File: src/rtl/calc_pkg.sv
// Shared definitions for the keypad calculator core: operator codes,
// state encoding and the saturating range check.
package calc_pkg;

  localparam int MAX_W = 16;
  localparam int WIDE  = 2 * MAX_W + 2;

  typedef enum logic [1:0] {
    OP_ADD = 2'b00,
    OP_SUB = 2'b01,
    OP_MUL = 2'b10,
    OP_EQ  = 2'b11
  } op_e;

  typedef enum logic [2:0] {
    S_A    = 3'd0,
    S_B    = 3'd1,
    S_EXEC = 3'd2,
    S_MUL  = 3'd3,
    S_RES  = 3'd4
  } state_e;

  // Clamp a wide signed value into a 'width'-bit two's-complement range.
  // Bit MAX_W of the return flags saturation; the low 'width' bits hold the value.
  function automatic logic [MAX_W:0] saturate(input logic signed [WIDE-1:0] val,
                                               input int width);
    logic signed [WIDE-1:0] max_v;
    logic signed [WIDE-1:0] min_v;
    logic [MAX_W:0]         res;
    max_v = $signed((34'd1 << (width - 1)) - 34'd1);
    min_v = -max_v - 34'sd1;
    if (val > max_v) begin
      res = {1'b1, max_v[MAX_W-1:0]};
    end else if (val < min_v) begin
      res = {1'b1, min_v[MAX_W-1:0]};
    end else begin
      res = {1'b0, val[MAX_W-1:0]};
    end
    return res;
  endfunction

endpackage

File: src/rtl/calc_mul_seq.sv
// Sequential unsigned shift-add multiplier: one multiplier bit per cycle,
// WIDTH cycles after start, then a one-cycle done pulse. Abort is synchronous.
module calc_mul_seq #(
  parameter int WIDTH = 8
) (
  input  logic               clk_i,
  input  logic               rst_ni,
  input  logic               abort_i,
  input  logic               start_i,
  input  logic [WIDTH-1:0]   mcand_i,
  input  logic [WIDTH-1:0]   mplier_i,
  output logic [2*WIDTH-1:0] product_o,
  output logic               done_o
);

  localparam int CW = $clog2(WIDTH + 1);

  logic [2*WIDTH-1:0] mcand_q;
  logic [2*WIDTH-1:0] prod_q;
  logic [WIDTH-1:0]   mplier_q;
  logic [CW-1:0]      cnt_q;
  logic               busy_q;
  logic               done_q;

  // Load operands on start, then accumulate and shift once per cycle.
  always_ff @(posedge clk_i or negedge rst_ni) begin
    if (!rst_ni) begin
      mcand_q  <= {(2*WIDTH){1'b0}};
      prod_q   <= {(2*WIDTH){1'b0}};
      mplier_q <= {WIDTH{1'b0}};
      cnt_q    <= {CW{1'b0}};
      busy_q   <= 1'b0;
      done_q   <= 1'b0;
    end else if (abort_i) begin
      mcand_q  <= {(2*WIDTH){1'b0}};
      prod_q   <= {(2*WIDTH){1'b0}};
      mplier_q <= {WIDTH{1'b0}};
      cnt_q    <= {CW{1'b0}};
      busy_q   <= 1'b0;
      done_q   <= 1'b0;
    end else if (start_i) begin
      mcand_q  <= {{WIDTH{1'b0}}, mcand_i};
      prod_q   <= {(2*WIDTH){1'b0}};
      mplier_q <= mplier_i;
      cnt_q    <= CW'(WIDTH);
      busy_q   <= 1'b1;
      done_q   <= 1'b0;
    end else if (busy_q) begin
      prod_q   <= mplier_q[0] ? (prod_q + mcand_q) : prod_q;
      mcand_q  <= mcand_q << 1;
      mplier_q <= mplier_q >> 1;
      cnt_q    <= cnt_q - CW'(1);
      if (cnt_q == CW'(1)) begin
        busy_q <= 1'b0;
        done_q <= 1'b1;
      end else begin
        busy_q <= 1'b1;
        done_q <= 1'b0;
      end
    end else begin
      done_q <= 1'b0;
    end
  end

  assign product_o = prod_q;
  assign done_o    = done_q;

endmodule

File: src/rtl/calc_core.sv
// Calculator control and arithmetic: chained operators, repeat-equals,
// saturating add/sub and a sequential multiply with sticky overflow.
module calc_core
  import calc_pkg::*;
#(
  parameter int WIDTH      = 8,
  parameter bit ENABLE_MUL = 1'b1
) (
  input  logic             i_CLOCK,
  input  logic             i_RESET_N,
  input  logic             i_CLEAR_ALL,
  input  logic             i_CLEAR_ENTRY,
  input  logic             i_LOAD,
  input  logic [WIDTH-1:0] i_OPERAND,
  input  logic             i_KEY,
  input  logic [1:0]       i_OP,
  output logic [WIDTH-1:0] o_DISPLAY,
  output logic             o_DISP_SEL,
  output logic             o_OVF,
  output logic             o_BUSY,
  output logic [1:0]       o_PEND_OP,
  output logic [2:0]       o_STATE
);

  state_e           state_q, state_d;
  op_e              pend_q, pend_d, nop_q, nop_d;
  logic [WIDTH-1:0] entry_q, entry_d, a_q, a_d, b_q, b_d, r_q, r_d;
  logic             nxt_res_q, nxt_res_d, ovf_q, ovf_d;
  logic [WIDTH-1:0] disp_q, disp_d;
  logic             disp_sel_q, disp_sel_d, busy_q, busy_d;

  op_e                    op_s;
  logic                   key_ok_s;
  logic signed [WIDE-1:0] a_ext_s, b_ext_s, sum_s, prod_ext_s, prod_sgn_s;
  logic [MAX_W:0]         sat_add_s, sat_mul_s;
  logic [WIDTH:0]         a_neg_s, m_neg_s;
  logic [WIDTH-1:0]       a_mag_s, m_src_s, m_mag_s;
  logic                   mul_start_s, mul_done_s;
  logic [2*WIDTH-1:0]     mul_prod_s;
  logic                   unused_s;

  assign op_s     = op_e'(i_OP);
  assign key_ok_s = i_KEY && !((op_s == OP_MUL) && !ENABLE_MUL);

  // Saturating add/sub on sign-extended operands.
  assign a_ext_s   = {{(WIDE-WIDTH){a_q[WIDTH-1]}}, a_q};
  assign b_ext_s   = {{(WIDE-WIDTH){b_q[WIDTH-1]}}, b_q};
  assign sum_s     = (pend_q == OP_SUB) ? (a_ext_s - b_ext_s) : (a_ext_s + b_ext_s);
  assign sat_add_s = saturate(sum_s, WIDTH);

  // Magnitudes use a WIDTH+1 negation so the most negative value does not wrap.
  assign m_src_s = (state_q == S_B) ? entry_q : b_q;
  assign a_neg_s = -{a_q[WIDTH-1], a_q};
  assign m_neg_s = -{m_src_s[WIDTH-1], m_src_s};
  assign a_mag_s = a_q[WIDTH-1] ? a_neg_s[WIDTH-1:0] : a_q;
  assign m_mag_s = m_src_s[WIDTH-1] ? m_neg_s[WIDTH-1:0] : m_src_s;

  // Signed, range-checked product once the unsigned multiply finishes.
  assign prod_ext_s = {{(WIDE-2*WIDTH){1'b0}}, mul_prod_s};
  assign prod_sgn_s = (a_q[WIDTH-1] ^ b_q[WIDTH-1]) ? -prod_ext_s : prod_ext_s;
  assign sat_mul_s  = saturate(prod_sgn_s, WIDTH);

  assign unused_s = ^{sat_add_s, sat_mul_s, a_neg_s[WIDTH], m_neg_s[WIDTH]};

  calc_mul_seq #(.WIDTH(WIDTH)) u_mul (
    .clk_i     (i_CLOCK),
    .rst_ni    (i_RESET_N),
    .abort_i   (i_CLEAR_ALL),
    .start_i   (mul_start_s),
    .mcand_i   (a_mag_s),
    .mplier_i  (m_mag_s),
    .product_o (mul_prod_s),
    .done_o    (mul_done_s)
  );

  // Next-state, datapath register and output decode.
  always_comb begin
    state_d     = state_q;
    entry_d     = entry_q;
    a_d         = a_q;
    b_d         = b_q;
    r_d         = r_q;
    pend_d      = pend_q;
    nop_d       = nop_q;
    nxt_res_d   = nxt_res_q;
    ovf_d       = ovf_q;
    mul_start_s = 1'b0;
    if (i_CLEAR_ALL) begin
      state_d   = S_A;
      entry_d   = {WIDTH{1'b0}};
      a_d       = {WIDTH{1'b0}};
      b_d       = {WIDTH{1'b0}};
      r_d       = {WIDTH{1'b0}};
      pend_d    = OP_ADD;
      nop_d     = OP_ADD;
      nxt_res_d = 1'b0;
      ovf_d     = 1'b0;
    end else begin
      case (state_q)
        S_EXEC: begin
          r_d   = sat_add_s[WIDTH-1:0];
          a_d   = sat_add_s[WIDTH-1:0];
          ovf_d = ovf_q | sat_add_s[MAX_W];
          if (nxt_res_q) begin
            state_d = S_RES;
          end else begin
            state_d = S_B;
            pend_d  = nop_q;
          end
        end
        S_MUL: begin
          if (mul_done_s) begin
            r_d   = sat_mul_s[WIDTH-1:0];
            a_d   = sat_mul_s[WIDTH-1:0];
            ovf_d = ovf_q | sat_mul_s[MAX_W];
            if (nxt_res_q) begin
              state_d = S_RES;
            end else begin
              state_d = S_B;
              pend_d  = nop_q;
            end
          end else begin
            state_d = S_MUL;
          end
        end
        S_A, S_B, S_RES: begin
          if (i_LOAD) begin
            entry_d = i_OPERAND;
            state_d = (state_q == S_RES) ? S_A : state_q;
          end else if (i_CLEAR_ENTRY) begin
            entry_d = {WIDTH{1'b0}};
          end else if (key_ok_s) begin
            case (state_q)
              S_A: begin
                if (op_s == OP_EQ) begin
                  r_d     = entry_q;
                  a_d     = entry_q;
                  b_d     = {WIDTH{1'b0}};
                  pend_d  = OP_ADD;
                  state_d = S_RES;
                end else begin
                  a_d     = entry_q;
                  pend_d  = op_s;
                  state_d = S_B;
                end
              end
              S_B: begin
                b_d       = entry_q;
                nxt_res_d = (op_s == OP_EQ);
                nop_d     = op_s;
                if (pend_q == OP_MUL) begin
                  mul_start_s = 1'b1;
                  state_d     = S_MUL;
                end else begin
                  state_d = S_EXEC;
                end
              end
              S_RES: begin
                if (op_s == OP_EQ) begin
                  nxt_res_d = 1'b1;
                  nop_d     = pend_q;
                  if (pend_q == OP_MUL) begin
                    mul_start_s = 1'b1;
                    state_d     = S_MUL;
                  end else begin
                    state_d = S_EXEC;
                  end
                end else begin
                  pend_d  = op_s;
                  state_d = S_B;
                end
              end
              default: state_d = S_A;
            endcase
          end else begin
            state_d = state_q;
          end
        end
        default: state_d = S_A;
      endcase
    end
    disp_sel_d = (state_d == S_RES) || (state_d == S_EXEC) || (state_d == S_MUL);
    busy_d     = (state_d == S_EXEC) || (state_d == S_MUL);
    disp_d     = disp_sel_d ? r_d : entry_d;
  end

  // State, datapath and output registers.
  always_ff @(posedge i_CLOCK or negedge i_RESET_N) begin
    if (!i_RESET_N) begin
      state_q    <= S_A;
      entry_q    <= {WIDTH{1'b0}};
      a_q        <= {WIDTH{1'b0}};
      b_q        <= {WIDTH{1'b0}};
      r_q        <= {WIDTH{1'b0}};
      pend_q     <= OP_ADD;
      nop_q      <= OP_ADD;
      nxt_res_q  <= 1'b0;
      ovf_q      <= 1'b0;
      disp_q     <= {WIDTH{1'b0}};
      disp_sel_q <= 1'b0;
      busy_q     <= 1'b0;
    end else begin
      state_q    <= state_d;
      entry_q    <= entry_d;
      a_q        <= a_d;
      b_q        <= b_d;
      r_q        <= r_d;
      pend_q     <= pend_d;
      nop_q      <= nop_d;
      nxt_res_q  <= nxt_res_d;
      ovf_q      <= ovf_d;
      disp_q     <= disp_d;
      disp_sel_q <= disp_sel_d;
      busy_q     <= busy_d;
    end
  end

  assign o_DISPLAY  = disp_q;
  assign o_DISP_SEL = disp_sel_q;
  assign o_OVF      = ovf_q;
  assign o_BUSY     = busy_q;
  assign o_PEND_OP  = pend_q;
  assign o_STATE    = state_q;

endmodule

File: config.mk
export PLATFORM = sky130hd
export DESIGN_NAME = calc_core
export DESIGN_NICKNAME = d
export VERILOG_FILES = /design/src/rtl/calc_pkg.sv /design/src/rtl/calc_mul_seq.sv /design/src/rtl/calc_core.sv
export SDC_FILE = /design/constraint.sdc
export NUM_CORES = 1
export LEC_CHECK = 0
export BUFFER_PORTS_ARGS = -buffer_cell sky130_fd_sc_hd__clkbuf_2
export CAP_MARGIN = 40
export CORE_AREA = 2 2 113 115
export DETAILED_ROUTE_END_ITERATION = 8
export DIE_AREA = 0 0 115 117
export HOLD_SLACK_MARGIN = 0.03
export MAX_ROUTING_LAYER = met4
export PLACE_DENSITY_LB_ADDON = 0.12
export SYNTH_ARGS = -nofsm -noshare
export SYNTH_HDL_FRONTEND = slang
export SYNTH_SLANG_ARGS = --single-unit
File: constraint.sdc
create_clock -name i_CLOCK -period 3.4 [get_ports i_CLOCK]
set_input_delay 0.34 -clock i_CLOCK [delete_from_list [all_inputs] [get_ports i_CLOCK]]
set_output_delay 0.34 -clock i_CLOCK [all_outputs]
set_load 0.1 [all_outputs]
==> impl_metrics.env <==
export IMPL_synth_cell_types=70
export IMPL_num_vias=6361
export IMPL_setup_tns_ps=0
export IMPL_yosys_warnings=0
export IMPL_cts_buffers=9
export IMPL_clkSinkCount=97
export IMPL_multiInputGateArea_sq_um=4210
export IMPL_detail_route_antenna_nets=0
export IMPL_cts_root_buf="clkbuf_16"
export IMPL_drt_iter0_markers=609
export IMPL_worst_slack_ps=82.9
export IMPL_clk_pin_slew_ps=70
export IMPL_synth_most_common_cell="dfrtp_1"
export IMPL_final_core_util_pct=62.7
export IMPL_yosysSeqAreaShare_pct=35.5
export IMPL_finClkSkew_ps=4.62
export IMPL_fp_row_count=41
export IMPL_globalRouteTotalUtil_pct=29.4
export IMPL_antenna_cells=0
export IMPL_post_drt_wl_per_cell_um=19.1
export IMPL_htree_num_levels=3
export IMPL_synth_area_per_cell_sq_um=8.63
export IMPL_cp_arrival_ps=3560
export IMPL_syn_area_sq_um=6850
export IMPL_core_area_sq_um=12300
export IMPL_dieArea_sq_um=13500
export IMPL_slew_headroom_pct=42.7
export IMPL_syn_inst=793
export IMPL_nets=885
export IMPL_grt_pass1_wl_um=30000
export IMPL_critPathLaunchType="flop"
export IMPL_area_sequential_sq_um=2430
export IMPL_synth_edff_count=0
export IMPL_maxCapViolCount=0
export IMPL_viasPerCell=6.41
export IMPL_portBuffers=31
export IMPL_dp_cells=969
export IMPL_grt_antenna_before_repair=0
export IMPL_yosysTopAreaCell="dfrtp_1"
export IMPL_routabilityCongestion=0.933
export IMPL_wl_um=19000
export IMPL_ys_ff_latch=97
export IMPL_synth_top_area_share_pct=35.5
export IMPL_endpoint_kind="flop"
export IMPL_insertion_delay_ps=360
export IMPL_crit_required_ps=3640
export IMPL_power_leakage_nw=3.34
export IMPL_pin_count=32
export IMPL_die_x_um=115
export IMPL_status="completed"
export IMPL_start_util_pct=55.6
export IMPL_slew_viol_final=0
export IMPL_crit_path_cell_trace="inv_1 -> ha_2 -> mux2i_1 -> fa_1 -> a21o_1 -> a21oi_2 -> a21oi_1 -> o41ai_2 -> xor2_2 -> buf_4 -> a311o_2 -> o31ai_1"
export IMPL_peakVddDrop_v=0.000320
export IMPL_hpwl_um=13600
export IMPL_cts_tree="yes"
export IMPL_dr_pass1_iters=5
export IMPL_fillers=1086
export IMPL_grt_ovfl_total=0
export IMPL_critical_path_class="flop to flop"
export IMPL_area_growth_syn_to_layout_pct=12.7
export IMPL_worstMarginPinSlew_ps=858
export IMPL_p_per_area_nw_per_um2=327
export IMPL_slowest_stage="fa_1"
export IMPL_fin_cells=992
export IMPL_pre_cts_ws_ps=-190
export IMPL_ctsLongestPathBuffers=2
export IMPL_dieHeight_um=117
export IMPL_hold_viol=0
export IMPL_hold_path_class="primary input to flop"
export IMPL_drive_above_1_share_pct=15.7
export IMPL_holdWs_ps=249
export IMPL_ys_top_cells_by_area="dfrtp_1 (35%), ha_1 (5.5%), nor2_1 (5.2%), mux2i_1 (5.1%), a21oi_1 (4.4%)"
export IMPL_crit_family="compound AO/OA/AOI/OAI gates"
export IMPL_grt_max_degree=41
export IMPL_path_buf_inv=2
export IMPL_ys_flop_type="dfrtp_1"
export IMPL_fin_crit_ps=3320
export IMPL_route_detailed_drc=0
export IMPL_setup_viol=0
export IMPL_synth_commonest_cells="dfrtp_1 (97), nor2_1 (95), nand2_1 (64)"
export IMPL_grt_pass1_vias=6004
export IMPL_fin_crit_sh_pct=97.6
export IMPL_synthArstFlopShare_pct=100
export IMPL_max_freq_mhz=301
export IMPL_worstPathMaxFanout=7
export IMPL_worst_path_largest_cell_delay_ps=430
export IMPL_syn_nets=841
worst reg2reg max path: cells and delay by family (launching register included):
| family | cells | cell delay, ps |
|---|---|---|
| xor gates and xnor gates | 1 | 150 |
| DFF | 1 | 390 |
| buffers and inverters | 2 | 230 |
| muxes | 1 | 110 |
| AOI/OAI and AO/OA | 6 | 1590 |
| adders and majority gates | 2 | 730 |
through the flow:
| stage | total power [mW] | area (sq um) |
|---|---|---|
| after floorplan | 1.39 | 6870 |
| after global placement | 1.49 | 7320 |
| after detailed placement | 1.49 | 7320 |
| after CTS | 2.53 | 7630 |
| after global routing | 2.61 | 7710 |
| final | 2.53 | 7710 |
cell usage in the layout (no fill, tap or decap), types with 4 or more instances in the layout:
cell and instances:
nand2b_1 9, clkbuf_2 30, clkbuf_16 9, dfrtp_1 94, a41oi_1 8, inv_1 23, xor2_1 16, o31ai_1 12
xnor2_1 34, nand2_1 64, mux2i_1 35, a211oi_1 28, and3_1 4, nor3_1 30, o21a_1 7, buf_4 45
a31oi_1 21, a22oi_1 10, or3_1 11, o22ai_1 6, nor2_1 91, or2_2 4, a21oi_1 59, nor2b_1 6
o211ai_1 4, nand4_1 5, o21ai_0 41, clkbuf_8 4, a21o_1 8, ha_1 29, nand3_1 15, mux2_2 9
metal layers:
metal  vias to the layer above  part of all wire [%]  track usage, %
met5                         -                     0               -
met4                         0                   3.0            13.4
met3                        43                   4.9            4.48
met2                       221                    48            47.5
met1                      3096                    44            36.7
li1                       3001                     -               -
where the power goes:
| part | switching (mW) | internal, mW |
|---|---|---|
| clock | 0.461 | 0.578 |
| sequential | 0.0194 | 1.17 |
| combinational | 0.213 | 0.0855 |
state kept, by name, indices dropped and copies added (netlist names), 2 cells and up:
name	count
a_q	8
r_q	8
nop_q	2
u_mul.cnt_q	4
u_mul.product_o	16
u_mul.mplier_q	8
b_q	8
o_STATE	3
o_PEND_OP	2
u_mul.mcand_q	16
entry_q	8
o_DISPLAY	8
worst paths after layout:
kind,start,endpoint,slack [ps],cells past startpoint
worst max-delay path,b_q[1],a_q[5],80,12
worst min-delay path,i_OPERAND[7],entry_q[7],250,3
worst max register to register,b_q[1],a_q[5],80,12
worst min register to register,nop_q[0],nop_q[0],540,2
max in group asynchronous,i_RESET_N,b_q[1],2030,3
min in group asynchronous,i_RESET_N,o_PEND_OP[0],500,2
what timing repair did:
action | in CTS | in global routing
endpoints found under the setup margin | 20 | 22
hold buffers | 1 | 0
setup buffers | 0 | 6
hold endpoints to repair | 38 | 0
pin swaps | 0 | 4
resized for setup | 3 | 10
layout make-up:
cell class	count	share of cell area, %
clock inverter	3	0.276
timing repair buffer	76	6.45
inverter	23	1.12
multi-input combinational	630	54.5
tap	150	2.43
sequential	97	31.5
clock buffer	13	3.63
cells by family (layout without fill, tap and decap cells):
family	Yosys count	after routing	synth area share, %
flip-flops	97	97	35.5
adder cells (fa/ha/maj)	32	32	6.07
AO/OA/AOI/OAI	239	239	23.1
XOR/XNOR	51	51	6.53
AND/OR/NAND/NOR	264	264	18.4
multiplexers	44	44	6.60
buffers and inverters	66	115	3.89
No activity file was read; power rests on OpenSTA's default activity.
